==> src/rtl/ndf_target_if.sv <==
// Host-side NAND bus between a sequencer (master) and the flash target (slave).
// Strobes are active-low levels sampled on clk10; data is latched on the rising edge of ndf_we_n.
interface ndf_target_if;
   logic       ndf_ce_n;
   logic       ndf_cle;
   logic       ndf_ale;
   logic       ndf_we_n;
   logic       ndf_re_n;
   logic       ndf_wp_n;
   logic [7:0] ndf_io_i;
   logic [7:0] ndf_io_o;
   logic       ndf_io_oe;
   logic       ndf_r_b_n;

   modport master (
      output ndf_ce_n, ndf_cle, ndf_ale, ndf_we_n, ndf_re_n, ndf_wp_n, ndf_io_i,
      input  ndf_io_o, ndf_io_oe, ndf_r_b_n
   );

   modport slave (
      input  ndf_ce_n, ndf_cle, ndf_ale, ndf_we_n, ndf_re_n, ndf_wp_n, ndf_io_i,
      output ndf_io_o, ndf_io_oe, ndf_r_b_n
   );
endinterface

==> src/rtl/ndf_target.sv <==
// NAND flash target responder: decodes FFh/90h/00h-30h/70h from the host bus and
// answers with ID bytes, a col^row page pattern and the status byte.
module ndf_target #(
   parameter int         RESET_BUSY = 16,
   parameter int         READ_BUSY  = 32,
   parameter int         PAGE_BYTES = 2048,
   parameter logic [7:0] ID0        = 8'hEC,
   parameter logic [7:0] ID1        = 8'hD3,
   parameter logic [7:0] ID2        = 8'h51,
   parameter logic [7:0] ID3        = 8'h95,
   parameter logic [7:0] ID4        = 8'h58
) (
   input  logic            clk10,
   input  logic            rst_n,
   ndf_target_if.slave     bus,
   output logic [2:0]      dbg_state
);

   typedef enum logic [2:0] {
      BUSY       = 3'd0,
      IDLE       = 3'd1,
      ID_ADDR    = 3'd2,
      ID_OUT     = 3'd3,
      RD_ADDR    = 3'd4,
      RD_WAIT    = 3'd5,
      DATA_OUT   = 3'd6,
      STATUS_OUT = 3'd7
   } state_t;

   localparam logic [11:0] COL_MASK = 12'(PAGE_BYTES - 1);

   state_t      state;
   logic        s_we, s_re, s_cle, s_ale;
   logic [7:0]  s_io;
   logic        lat_cle, lat_ale;
   logic [7:0]  lat_io;
   logic [15:0] busy_cnt;
   logic [2:0]  id_idx;
   logic [2:0]  addr_cnt;
   logic [11:0] col;
   logic [7:0]  row_lo;
   logic        ret_data;
   logic        stat_busy;
   logic        prev_data;
   logic        r_b_n_q;

   logic        we_evt, rd_adv, is_cmd, is_addr;
   logic        drive;
   logic [7:0]  out_byte;

   assign we_evt  = !s_we && bus.ndf_we_n && !bus.ndf_ce_n;
   // A write event in the same cycle swallows a read advance.
   assign rd_adv  = !s_re && bus.ndf_re_n && !bus.ndf_ce_n && !we_evt;
   assign is_cmd  = lat_cle && !lat_ale;
   assign is_addr = lat_ale && !lat_cle;

   function automatic logic [7:0] id_byte(input logic [2:0] idx);
      case (idx)
         3'd0:    id_byte = ID0;
         3'd1:    id_byte = ID1;
         3'd2:    id_byte = ID2;
         3'd3:    id_byte = ID3;
         default: id_byte = ID4;
      endcase
   endfunction

   always_ff @(posedge clk10 or negedge rst_n) begin
      if (!rst_n) begin
         state     <= BUSY;
         s_we      <= 1'b1;
         s_re      <= 1'b1;
         s_cle     <= 1'b0;
         s_ale     <= 1'b0;
         s_io      <= 8'h00;
         lat_cle   <= 1'b0;
         lat_ale   <= 1'b0;
         lat_io    <= 8'h00;
         busy_cnt  <= 16'(RESET_BUSY);
         id_idx    <= 3'd0;
         addr_cnt  <= 3'd0;
         col       <= 12'd0;
         row_lo    <= 8'h00;
         ret_data  <= 1'b0;
         stat_busy <= 1'b0;
         prev_data <= 1'b0;
         r_b_n_q   <= 1'b0;
      end else begin
         s_we  <= bus.ndf_we_n;
         s_re  <= bus.ndf_re_n;
         s_cle <= bus.ndf_cle;
         s_ale <= bus.ndf_ale;
         s_io  <= bus.ndf_io_i;
         if (!s_we) begin
            lat_cle <= s_cle;
            lat_ale <= s_ale;
            lat_io  <= s_io;
         end

         if (state == BUSY) begin
            if (we_evt && is_cmd && lat_io == 8'hFF) begin
               busy_cnt  <= 16'(RESET_BUSY);
               ret_data  <= 1'b0;
               stat_busy <= 1'b0;
            end else begin
               if (we_evt && is_cmd && lat_io == 8'h70)
                  stat_busy <= 1'b1;
               busy_cnt <= busy_cnt - 16'd1;
               if (busy_cnt <= 16'd1) begin
                  r_b_n_q   <= 1'b1;
                  ret_data  <= 1'b0;
                  stat_busy <= 1'b0;
                  // A status read issued while busy keeps the host in status mode afterwards.
                  if (stat_busy || (we_evt && is_cmd && lat_io == 8'h70)) begin
                     state     <= STATUS_OUT;
                     prev_data <= ret_data;
                  end else begin
                     state <= ret_data ? DATA_OUT : IDLE;
                  end
               end
            end
         end else if (we_evt && is_cmd) begin
            case (lat_io)
               8'hFF: begin
                  state     <= BUSY;
                  busy_cnt  <= 16'(RESET_BUSY);
                  r_b_n_q   <= 1'b0;
                  ret_data  <= 1'b0;
                  stat_busy <= 1'b0;
               end
               8'h90: state <= ID_ADDR;
               8'h00: begin
                  if (state == STATUS_OUT && prev_data) begin
                     state <= DATA_OUT;
                  end else begin
                     col      <= 12'd0;
                     row_lo   <= 8'h00;
                     addr_cnt <= 3'd0;
                     state    <= RD_ADDR;
                  end
               end
               8'h70: begin
                  prev_data <= (state == DATA_OUT) || (state == STATUS_OUT && prev_data);
                  state     <= STATUS_OUT;
               end
               8'h30: begin
                  if (state == RD_WAIT) begin
                     state    <= BUSY;
                     busy_cnt <= 16'(READ_BUSY);
                     r_b_n_q  <= 1'b0;
                     ret_data <= 1'b1;
                  end else begin
                     state <= IDLE;
                  end
               end
               default: state <= IDLE;
            endcase
         end else if (we_evt && is_addr) begin
            case (state)
               ID_ADDR: begin
                  id_idx <= 3'd0;
                  state  <= ID_OUT;
               end
               RD_ADDR: begin
                  // Only col and the low row byte shape the page pattern; upper row bytes are counted only.
                  case (addr_cnt)
                     3'd0:    col[7:0]  <= lat_io;
                     3'd1:    col[11:8] <= lat_io[3:0];
                     3'd2:    row_lo    <= lat_io;
                     default: ;
                  endcase
                  addr_cnt <= addr_cnt + 3'd1;
                  if (addr_cnt == 3'd4)
                     state <= RD_WAIT;
               end
               default: ;
            endcase
         end else if (rd_adv) begin
            if (state == ID_OUT)
               id_idx <= (id_idx == 3'd4) ? 3'd0 : id_idx + 3'd1;
            else if (state == DATA_OUT)
               col <= (col + 12'd1) & COL_MASK;
         end
      end
   end

   always_comb begin
      drive    = 1'b0;
      out_byte = 8'h00;
      case (state)
         ID_OUT: begin
            drive    = 1'b1;
            out_byte = id_byte(id_idx);
         end
         DATA_OUT: begin
            drive    = 1'b1;
            out_byte = col[7:0] ^ row_lo;
         end
         STATUS_OUT: begin
            drive    = 1'b1;
            out_byte = {bus.ndf_wp_n, 1'b1, 6'b0};
         end
         BUSY: begin
            drive    = stat_busy;
            out_byte = {bus.ndf_wp_n, 1'b0, 6'b0};
         end
         default: ;
      endcase
   end

   assign bus.ndf_io_oe = drive && !bus.ndf_ce_n && !bus.ndf_re_n;
   assign bus.ndf_io_o  = bus.ndf_io_oe ? out_byte : 8'h00;
   assign bus.ndf_r_b_n = r_b_n_q;
   assign dbg_state     = state;

endmodule
==> src/flat_wrapper.sv <==
// flat-port wrapper written by rule: the top's interface ports become plain ports
module ndf_target_flat 
#(
   parameter int         RESET_BUSY = 16,
   parameter int         READ_BUSY  = 32,
   parameter int         PAGE_BYTES = 2048,
   parameter logic [7:0] ID0        = 8'hEC,
   parameter logic [7:0] ID1        = 8'hD3,
   parameter logic [7:0] ID2        = 8'h51,
   parameter logic [7:0] ID3        = 8'h95,
   parameter logic [7:0] ID4        = 8'h58
)
  (clk10, rst_n, dbg_state, bus_ndf_ce_n, bus_ndf_cle, bus_ndf_ale, bus_ndf_we_n, bus_ndf_re_n, bus_ndf_wp_n, bus_ndf_io_i, bus_ndf_io_o, bus_ndf_io_oe, bus_ndf_r_b_n);
  ndf_target_if bus_i ();
  input  logic clk10;
  input  logic rst_n;
  output logic [2:0] dbg_state;
  input wire logic [$bits(bus_i.ndf_ce_n)-1:0] bus_ndf_ce_n;
  input wire logic [$bits(bus_i.ndf_cle)-1:0] bus_ndf_cle;
  input wire logic [$bits(bus_i.ndf_ale)-1:0] bus_ndf_ale;
  input wire logic [$bits(bus_i.ndf_we_n)-1:0] bus_ndf_we_n;
  input wire logic [$bits(bus_i.ndf_re_n)-1:0] bus_ndf_re_n;
  input wire logic [$bits(bus_i.ndf_wp_n)-1:0] bus_ndf_wp_n;
  input wire logic [$bits(bus_i.ndf_io_i)-1:0] bus_ndf_io_i;
  output wire logic [$bits(bus_i.ndf_io_o)-1:0] bus_ndf_io_o;
  output wire logic [$bits(bus_i.ndf_io_oe)-1:0] bus_ndf_io_oe;
  output wire logic [$bits(bus_i.ndf_r_b_n)-1:0] bus_ndf_r_b_n;
  assign bus_i.ndf_ce_n = bus_ndf_ce_n;
  assign bus_i.ndf_cle = bus_ndf_cle;
  assign bus_i.ndf_ale = bus_ndf_ale;
  assign bus_i.ndf_we_n = bus_ndf_we_n;
  assign bus_i.ndf_re_n = bus_ndf_re_n;
  assign bus_i.ndf_wp_n = bus_ndf_wp_n;
  assign bus_i.ndf_io_i = bus_ndf_io_i;
  assign bus_ndf_io_o = bus_i.ndf_io_o;
  assign bus_ndf_io_oe = bus_i.ndf_io_oe;
  assign bus_ndf_r_b_n = bus_i.ndf_r_b_n;
  ndf_target #(.RESET_BUSY(RESET_BUSY), .READ_BUSY(READ_BUSY), .PAGE_BYTES(PAGE_BYTES), .ID0(ID0), .ID1(ID1), .ID2(ID2), .ID3(ID3), .ID4(ID4)) u_core (.clk10(clk10), .rst_n(rst_n), .bus(bus_i), .dbg_state(dbg_state));
endmodule
==> config.mk <==
export PLATFORM = sky130hd
export DESIGN_NAME = ndf_target_flat
export DESIGN_NICKNAME = d
export VERILOG_FILES = /design/src/rtl/ndf_target_if.sv /design/src/rtl/ndf_target.sv /design/src/flat_wrapper.sv
export SDC_FILE = /design/constraint.sdc
export NUM_CORES = 1
export LEC_CHECK = 0
export ABC_AREA = 1
export ABC_CLOCK_PERIOD_IN_PS = 2000
export CAP_MARGIN = 20
export CORE_UTILIZATION = 59
export CTS_CLUSTER_DIAMETER = 40
export DETAILED_ROUTE_END_ITERATION = 8
export PLACE_DENSITY = 0.8
export SYNTH_ARGS = -nofsm -noshare
export SYNTH_HDL_FRONTEND = slang
export SYNTH_SLANG_ARGS = --single-unit
==> constraint.sdc <==
create_clock -name clk10 -period 2 [get_ports clk10]
set_input_delay 0.4 -clock clk10 [delete_from_list [all_inputs] [get_ports clk10]]
set_output_delay 0.4 -clock clk10 [all_outputs]
set_load 0.02 [all_outputs]
-- After elaboration in Yosys (flattened, before gate mapping)
Index checks and enable logic that the tools add are counted.
- output and inout bits: 13
- register bits: 70
- word-level logic and storage cells: 181
- multiplexer cells: 71
- reductions and logical operators: 52
- bitwise operators: 3
- eq/ne operators: 31
- $add $sub $neg: 4
- magnitude comparators: 1
- operators by type and width (cell ; number):
    two-way mux 11 bit ; 8
    two-way mux 16 bit ; 4
    two-way mux 8 bit ; 8
    case mux 8 bit (4 select lines) ; 2
    two-way mux 3 bit ; 19
    case mux 16 bit (2 select lines) ; 1
    AND reduction 5 bit ; 5
    two-way mux 1 bit ; 23
    equality test 3 bit, second input constant ; 6
    equality test 8 bit, second input constant ; 2
    <= comparator 16 x 1 -> 1 bit, second input constant ; 1
    AND reduction 8 bit ; 2
    nonzero test 2 bit ; 8
    subtractor 16 x 1 -> 16 bit, second input constant ; 1
    equality test 3 x 2 -> 1 bit, second input constant ; 5
    case mux 3 bit (5 select lines) ; 1
    logical AND 1 bit ; 14
    != test 2 bit, second input constant ; 6
    nonzero test 3 bit ; 4
    adder 11 x 1 -> 11 bit, second input constant ; 1
    logical NOT 3 bit ; 3
    != test 3 x 2 -> 1 bit, second input constant ; 3
    equality test 8 x 6 -> 1 bit, second input constant ; 1
    equality test 8 x 7 -> 1 bit, second input constant ; 1
    other kinds (19) ; 33

-- Depth between registers and ports, before layout
Gate-level depths: netlist of run 1.
- word-level depth: 10
- gate-level depth with buffers: 11
- gate-level depth less buffers: 11

-- Least setup slack after synthesis of run 1
OpenSTA, ideal clock, no wires.
- path kind: reg2out
- start point: reg u_core.state[1], in the netlist u_core.dbg_state[1]
- end point: out bus_ndf_io_o[3]
- slack: -34 ps
- stages on the path, launching flop included: 10
- data arrival time: 1634 ps
- cells stage by stage: dfrtp_1 nor2_1 inv_2 nor2_4 nand2_1 nand3_1 nand3_1 inv_1 o21ai_0 inv_1
- word-level cells in the longest chain between the ends: 6
- RTL lines (item ; line ; text):
    start, declared ; ndf_target.sv:32 ; state_t state;
    start signal, assigned ; ndf_target.sv:117 ; state <= ret_data ? DATA_OUT : IDLE;
    equality test 3 x 2 -> 1 bit or equality test 3 bit (tied branches) ; ndf_target.sv:189 ; case (state)
    OR reduction 3 bit (no line) ; - ;
    case mux 1 bit (2 select lines) (*) ; ndf_target.sv:189 ;
    logical AND 1 bit (*) (2 in a row) ; ndf_target.sv:210 ; assign bus.ndf_io_oe = drive && !bus.ndf_ce_n && !bus.ndf_re_n;
    via bus_ndf_io_oe ; flat_wrapper.sv:26 ; output wire logic [$bits(bus_i.ndf_io_oe)-1:0] bus_ndf_io_oe;
    two-way mux 8 bit (*) ; ndf_target.sv:211 ; assign bus.ndf_io_o = bus.ndf_io_oe ? out_byte : 8'h00;
    end, declared ; flat_wrapper.sv:25 ; output wire logic [$bits(bus_i.ndf_io_o)-1:0] bus_ndf_io_o;
Mark *: on every way through the listed nets, which the timed path passes. The rest lies on a longest branch.

-- Worst setup path in the final report of run 1
- start point: reg u_core.state[0], in the netlist u_core.dbg_state[0]
- end point: out bus_ndf_io_o[3]
- word-level cells in the longest chain between the ends: 6
- RTL lines (item ; line):
    equality test 3 x 2 -> 1 bit or equality test 3 bit (tied branches) ; ndf_target.sv:189
    OR reduction 3 bit (no line) ; -
    case mux 1 bit (2 select lines) ; ndf_target.sv:189
    logical AND 1 bit (2 in a row) ; ndf_target.sv:210
    two-way mux 8 bit (*) ; ndf_target.sv:211
Mark *: on every way between the ends. The rest lies on a longest branch, timed or not.

==> flow_summary.ini, run 1 <==
[run_status]
run_status = complete, but fails checks
violations = negative setup slack

[place]
placed_cell_area_mm2 = 0.00484
hpwl_um = 7410
routabilityCongestion = 0.940
placed_cells = 724
port_buffers = 28
post-place-ws_ns = -0.341

[clock_tree]
clk_latency_ns = 0.36
clkTransAtPathRegs_ns = 0.08
clockBufferDepth = 2
numCtsBuffers = 9
cts.sinks = 67
htreeDepth = 3
clockRootBuffer = clkbuf_8
tritoncts = done

[finish]
ff_latch_area_mm2 = 0.00168
layout_common_cells = nand2_1 (168), dfrtp_1 (63), inv_1 (59)
layout_commonest_cell = nand2_1
multi_input_area_mm2 = 0.00225
nNetsFinal = 672
final_area_mm2 = 0.00519
fillers = 529
layout-drive-gt1-share_pct = 23.5
final_core_util_pct = 76.4
fin_cells = 746
antenna_cells = 0
area_delta_synth_final_pct = 25.1

[synth]
synthDistinctLibCells = 39
netlist_instances = 566
ys_seq_elements = 67
avgSynthCellArea_um2 = 7.33
synth_nets = 593
ys_warn_count = 0
yosysSeqAreaShare_pct = 40.5
synth.top_cell.area_share_pct = 38.6
yosys.area.top_type = dfrtp_1
synthTopCellsByArea = dfrtp_1 (39%), nand2_1 (16%), inv_1 (5.8%)
synth_area_mm2 = 0.00415

[flow_run]
max-cap-violations = 0

[setup_path]
worstPathArrival_ns = 1.76
cp_max_fo = 7
path_class = reg2out
crit_path_start_kind = register
cp-end-kind = output pin
worstPathRequired_ns = 1.60
ff2ff_setup_slack_ns = 0.05

[pwr]
peakVddDrop_uv = 808
p_per_area_mw_per_mm2 = 1160
leakage_nw = 2.54

[sta]
drv_slew = 0
fin_crit_ns = 2.16
rsz0062_at_grt = yes
holdWs_ns = 0.0458
slew_headroom_pct = 73.0
hold_viol_final = 0
setup_viol = 9
skew_ns = 0.00913
fin_crit_sh_pct = 108
tightest_slew_ns = 0.401
setup_slack_ns = -0.165
fmax_mhz = 462

[die]
fp.dieW_um = 85.8
coreArea_mm2 = 0.00679
chipHeight_um = 85.8
num_rows = 30
num_io_pins = 29
die-area_mm2 = 0.00737
start_util_pct = 61.0

[min_path]
hp-class = in2async

[global_routing]
grt.total_usage_pct = 30.1
grt_max_degree = 68
overflow = 0
grt_pass1_vias = 3641
grt_pass1_wl_um = 17000
antenna_found_initial = 0

[detailed_routing]
vias = 4006
routed_via_density = 5.37
totalWireLength_um = 10300
drt-initial-drc-count = 319
drc_errors = 0
ant_nets = 0
dr.pass1.iters = 5
wl_per_cell_um = 13.8
==> metrics by stage <==
step                setup TNS, ns  total power, mW
finish                      -1.07             6.03
global placement            -5.18             4.58
global route                -3.65             6.47
floorplan                       0             3.72
detailed placement          -6.90             4.69
CTS                        -0.890             5.85
==> power by group <==
group	switching [mW]	internal [mW]	total [mW]
clock	0.563	0.449	1.01
sequential	0.315	1.68	1.99
combinational	1.78	1.25	3.03
total	2.65	3.37	6.03
==> final timing paths <==
| check | depth (start not counted) | end | startpoint |
|---|---|---|---|
| max | 11 | bus_ndf_io_o[3] | u_core.dbg_state[0] |
| min | 2 | u_core.col[4] | rst_n |
| max reg2reg | 8 | u_core.col[2] | u_core.s_we |
| min reg2reg | 2 | u_core.lat_io[4] | u_core.s_io[4] |
| max in group asynchronous | 2 | u_core.busy_cnt[4] | rst_n |
| min in group clk10 | 2 | u_core.lat_io[4] | u_core.s_io[4] |
==> worst max-delay path, stage by stage, from the launching register on <==
cell and delay (ns):
dfrtp_1 0.42, nor2_2 0.16, inv_2 0.05, nor2_4 0.09, nand2_2 0.07, nand3_2 0.07
nand3_2 0.07, buf_6 0.15, inv_4 0.06, o21ai_1 0.07, inv_1 0.08, buf_6 0.11
==> routing by layer <==
layer	wire length, µm	GRT usage (%)	share of wire, %	vias to the layer above
met1	4550	41.0	44	1876
met4	203	12.4	2.0	0
li1	-	-	-	1983
met2	4970	48.2	48	127
met5	0	0	0	-
met3	549	5.00	5.3	20
==> cells by family after synthesis <==
logic type | count (synthesis) | share of synthesized area, %
adders and majority gates | 11 | 3.32
DFF | 67 | 40.5
AOI/OAI and AO/OA | 80 | 11.1
and+or+nand+nor | 314 | 34.5
buffers and inverters | 82 | 8.02
xor gates and xnor gates | 12 | 2.53
==> sequential cells by signal (all words and copies together) (netlist names), 3 cells and up <==
name	flops
u_core.id_idx	3
u_core.s_io	8
u_core.dbg_state	3
u_core.lat_io	8
u_core.col	8
u_core.busy_cnt	16
u_core.row_lo	8
u_core.addr_cnt	3
==> final cells by class <==
class | instances | share of cell area [%]
sequential | 67 | 32.4
clock buffer | 10 | 2.46
inverter | 72 | 5.33
clock inverter | 6 | 0.820
timing repair buffer | 78 | 13.4
tap | 96 | 2.31
multi-input combinational | 417 | 43.3
==> synthesized netlist by cell type <==
cell type	n
buf_4	1
o21ai_1	3
nand3b_1	1
o22ai_1	2
buf_6	2
nor2_2	3
nand4_2	1
nand2_2	5
o21ai_2	8
a22oi_1	3
nor3_4	1
nor2_4	5
nand2_1	172
o31ai_1	1
dfrtp_1	64
dfstp_2	3
nor2_1	53
nand2_4	2
nand3_4	2
o21bai_1	1
nand3_2	2
o22ai_2	1
nand4_1	18
inv_2	8
ha_1	11
nor3b_1	1
inv_1	64
o21ai_0	47
a21oi_2	1
xor2_1	8
buf_2	4
nor3_1	4
o2111ai_1	1
or2_2	5
clkbuf_1	2
clkbuf_2	1
nand3_1	39
xnor2_1	4
a21oi_1	12
==> repair_timing <==
item | 4_1_cts | 5_1_grt
setup buffers | 2 | 4
gates resized for setup | 77 | 19
endpoints found under the setup margin | 9 | 12
hold buffers | 0 | 0
pin swaps | 4 | 7
Power figures use the tool's default switching activity.
==> run 2, diff against run 1 <==
Settings changed: CELL_PAD_IN_SITES_DETAIL_PLACEMENT from default to 1, CELL_PAD_IN_SITES_GLOBAL_PLACEMENT from default to 2, CORE_MARGIN from default to 2, CORE_UTILIZATION 59 to 34, PLACE_DENSITY 0.8 to 0.79.
==> flow_summary.ini, run 2 (same netlist as run 1, synthesis figures left out) <==
[run_status]
run_status = complete, but fails checks
violations = negative setup slack

[min_path]
hp-class = in2async

[detailed_routing]
totalWireLength_um = 12600
wl_per_cell_um = 15.6
routed_via_density = 5.03
drt-initial-drc-count = 205
vias = 4061
dr.pass1.iters = 4
ant_nets = 0
drc_errors = 0

[die]
start_util_pct = 34.7
num_io_pins = 29
die-area_mm2 = 0.0131
fp.dieW_um = 114
chipHeight_um = 114
coreArea_mm2 = 0.0120
num_rows = 40

[sta]
drv_slew = 0
tightest_slew_ns = 0.465
tns_ns = -2.70
fin_crit_sh_pct = 111
hold_viol_final = 0
slew_headroom_pct = 68.7
setup_viol = 27
skew_ns = 0.00963
setup_slack_ns = -0.213
rsz0062_at_grt = yes
fin_crit_ns = 2.21
fmax_mhz = 452

[setup_path]
cp-end-kind = output pin
critical_path_buf_inv_count = 5
path_class = reg2out
worstPathArrival_ns = 1.81
cp_top_family = buffers and inverters
cp_max_fo = 4
critPathMaxStageDelay_ns = 0.42
slowest_stage = dfrtp_1
worstPathRequired_ns = 1.60
worstPathCellList = buf_6 > inv_1 > nand3_2 > buf_4 > o2111ai_1 > nand2_2 > inv_2 > buf_6
critPathMostFrequentCell = buf_6
crit_path_start_kind = register

[pwr]
internal_power_mw = 3.85
comb_power_share_pct = 47.5
p_per_area_mw_per_mm2 = 1220
clkPwrFrac_pct = 22.5
p_seq_share_pct = 30.0
peakVddDrop_uv = 559
p_sw_share_pct = 42.5
leakage_nw = 2.68
p_sw_mw = 2.84
finalPower_mw = 6.70

[global_routing]
antenna_found_initial = 0
grt_pass1_vias = 4235
grt_max_degree = 68
grt_pass1_wl_um = 20600
overflow = 0
grt.total_usage_pct = 20.2

[finish]
final_area_mm2 = 0.00551
nNetsFinal = 683
regMostFlops = u_core.busy_cnt
antenna_cells = 0
layout_commonest_cell = nand2_1
layout_common_cells = nand2_1 (157), dfrtp_1 (63), inv_1 (59)
final_core_util_pct = 46.0
layout-drive-gt1-share_pct = 26.5
area_delta_synth_final_pct = 32.8
largest_reg_flops = 16

[clock_tree]
clockRootBuffer = clkbuf_16
numCtsBuffers = 9
clk_latency_ns = 0.34
clockBufferDepth = 2
cts.sinks = 67
htreeDepth = 3
tritoncts = done
clkTransAtPathRegs_ns = 0.06

[flow_run]
max-cap-violations = 0

[place]
routabilityCongestion = 0.845
placed_cell_area_mm2 = 0.00493
port_buffers = 28
hpwl_um = 9200
run 2: cell types whose count changed in the layout (fill, tap and decap cells not counted), sizes merged:
cell	before	now
clkinv	5	0
dlygate4sd2	1	0
clkinvlp	2	3
dlymetal6s2s	0	2
buf	60	70
nand3	43	44
clkdlybuf4s50	17	16
inv	71	75
run 2: worst paths after layout:
| kind | slack (ns) | endpoint | from | depth (start not counted) |
|---|---|---|---|---|
| worst max register to register | -0.14 | u_core.col[0] | u_core.dbg_state[1] | 14 |
| max in group asynchronous | 1.59 | u_core.busy_cnt[4] | rst_n | 2 |
| worst min register to register | 0.45 | u_core.lat_io[4] | u_core.s_io[4] | 2 |
| worst max-delay path | -0.21 | bus_ndf_io_o[7] | u_core.dbg_state[0] | 8 |
| min in group clk10 | 0.45 | u_core.lat_io[4] | u_core.s_io[4] | 2 |
| worst min-delay path | 0.07 | u_core.col[5] | rst_n | 2 |
run 2: cell type report:
type | instances | area, µm²
Fill cell | 1489 | 6450
Multi-Input combinational cell | 418 | 2320
Sequential cell | 67 | 1680
Timing Repair Buffer | 88 | 771
Inverter | 72 | 278
Clock buffer | 10 | 229
Tap cell | 147 | 184
Clock inverter | 6 | 48.8
run 2: per-stage QoR:
stage | instances | hold WS [ns] | setup WS (ns)
6_report | 808 | 0.0735 | -0.213
5_1_grt | 808 | 0.104 | -0.280
4_1_cts | 803 | 0.0885 | -0.159
3_5_place_dp | 779 | 0.437 | -0.432
3_3_place_gp | 779 | 0.438 | -0.379
2_1_floorplan | 566 | 0.104 | 0.0314
run 2: power groups by stage:
stage               Combinational (mW)  Clock (mW)  Sequential, mW
finish                            3.18        1.51            2.01
global route                      3.59        1.60            2.06
CTS                               3.01        1.55            1.99
detailed placement                2.81           0            2.01
global placement                  2.72           0            1.99
floorplan                         1.73           0            1.99
run 2: what timing repair did:
action,4_1_cts,5_1_grt
pin swaps,6,14
setup buffers,8,5
setup endpoints to repair,9,32
hold endpoints to repair,0,0
hold buffers,0,0
gates resized for setup,73,38
gates cloned,0,1
run 2: layer usage:
layer | global-route usage (%) | vias to the layer above | share of wire, %
li1 | - | 2012 | -
met1 | 24.6 | 1988 | 44
met2 | 36.3 | 46 | 52
met3 | 3.07 | 15 | 2.2
met4 | 6.91 | 0 | 1.8
met5 | 0 | - | 0
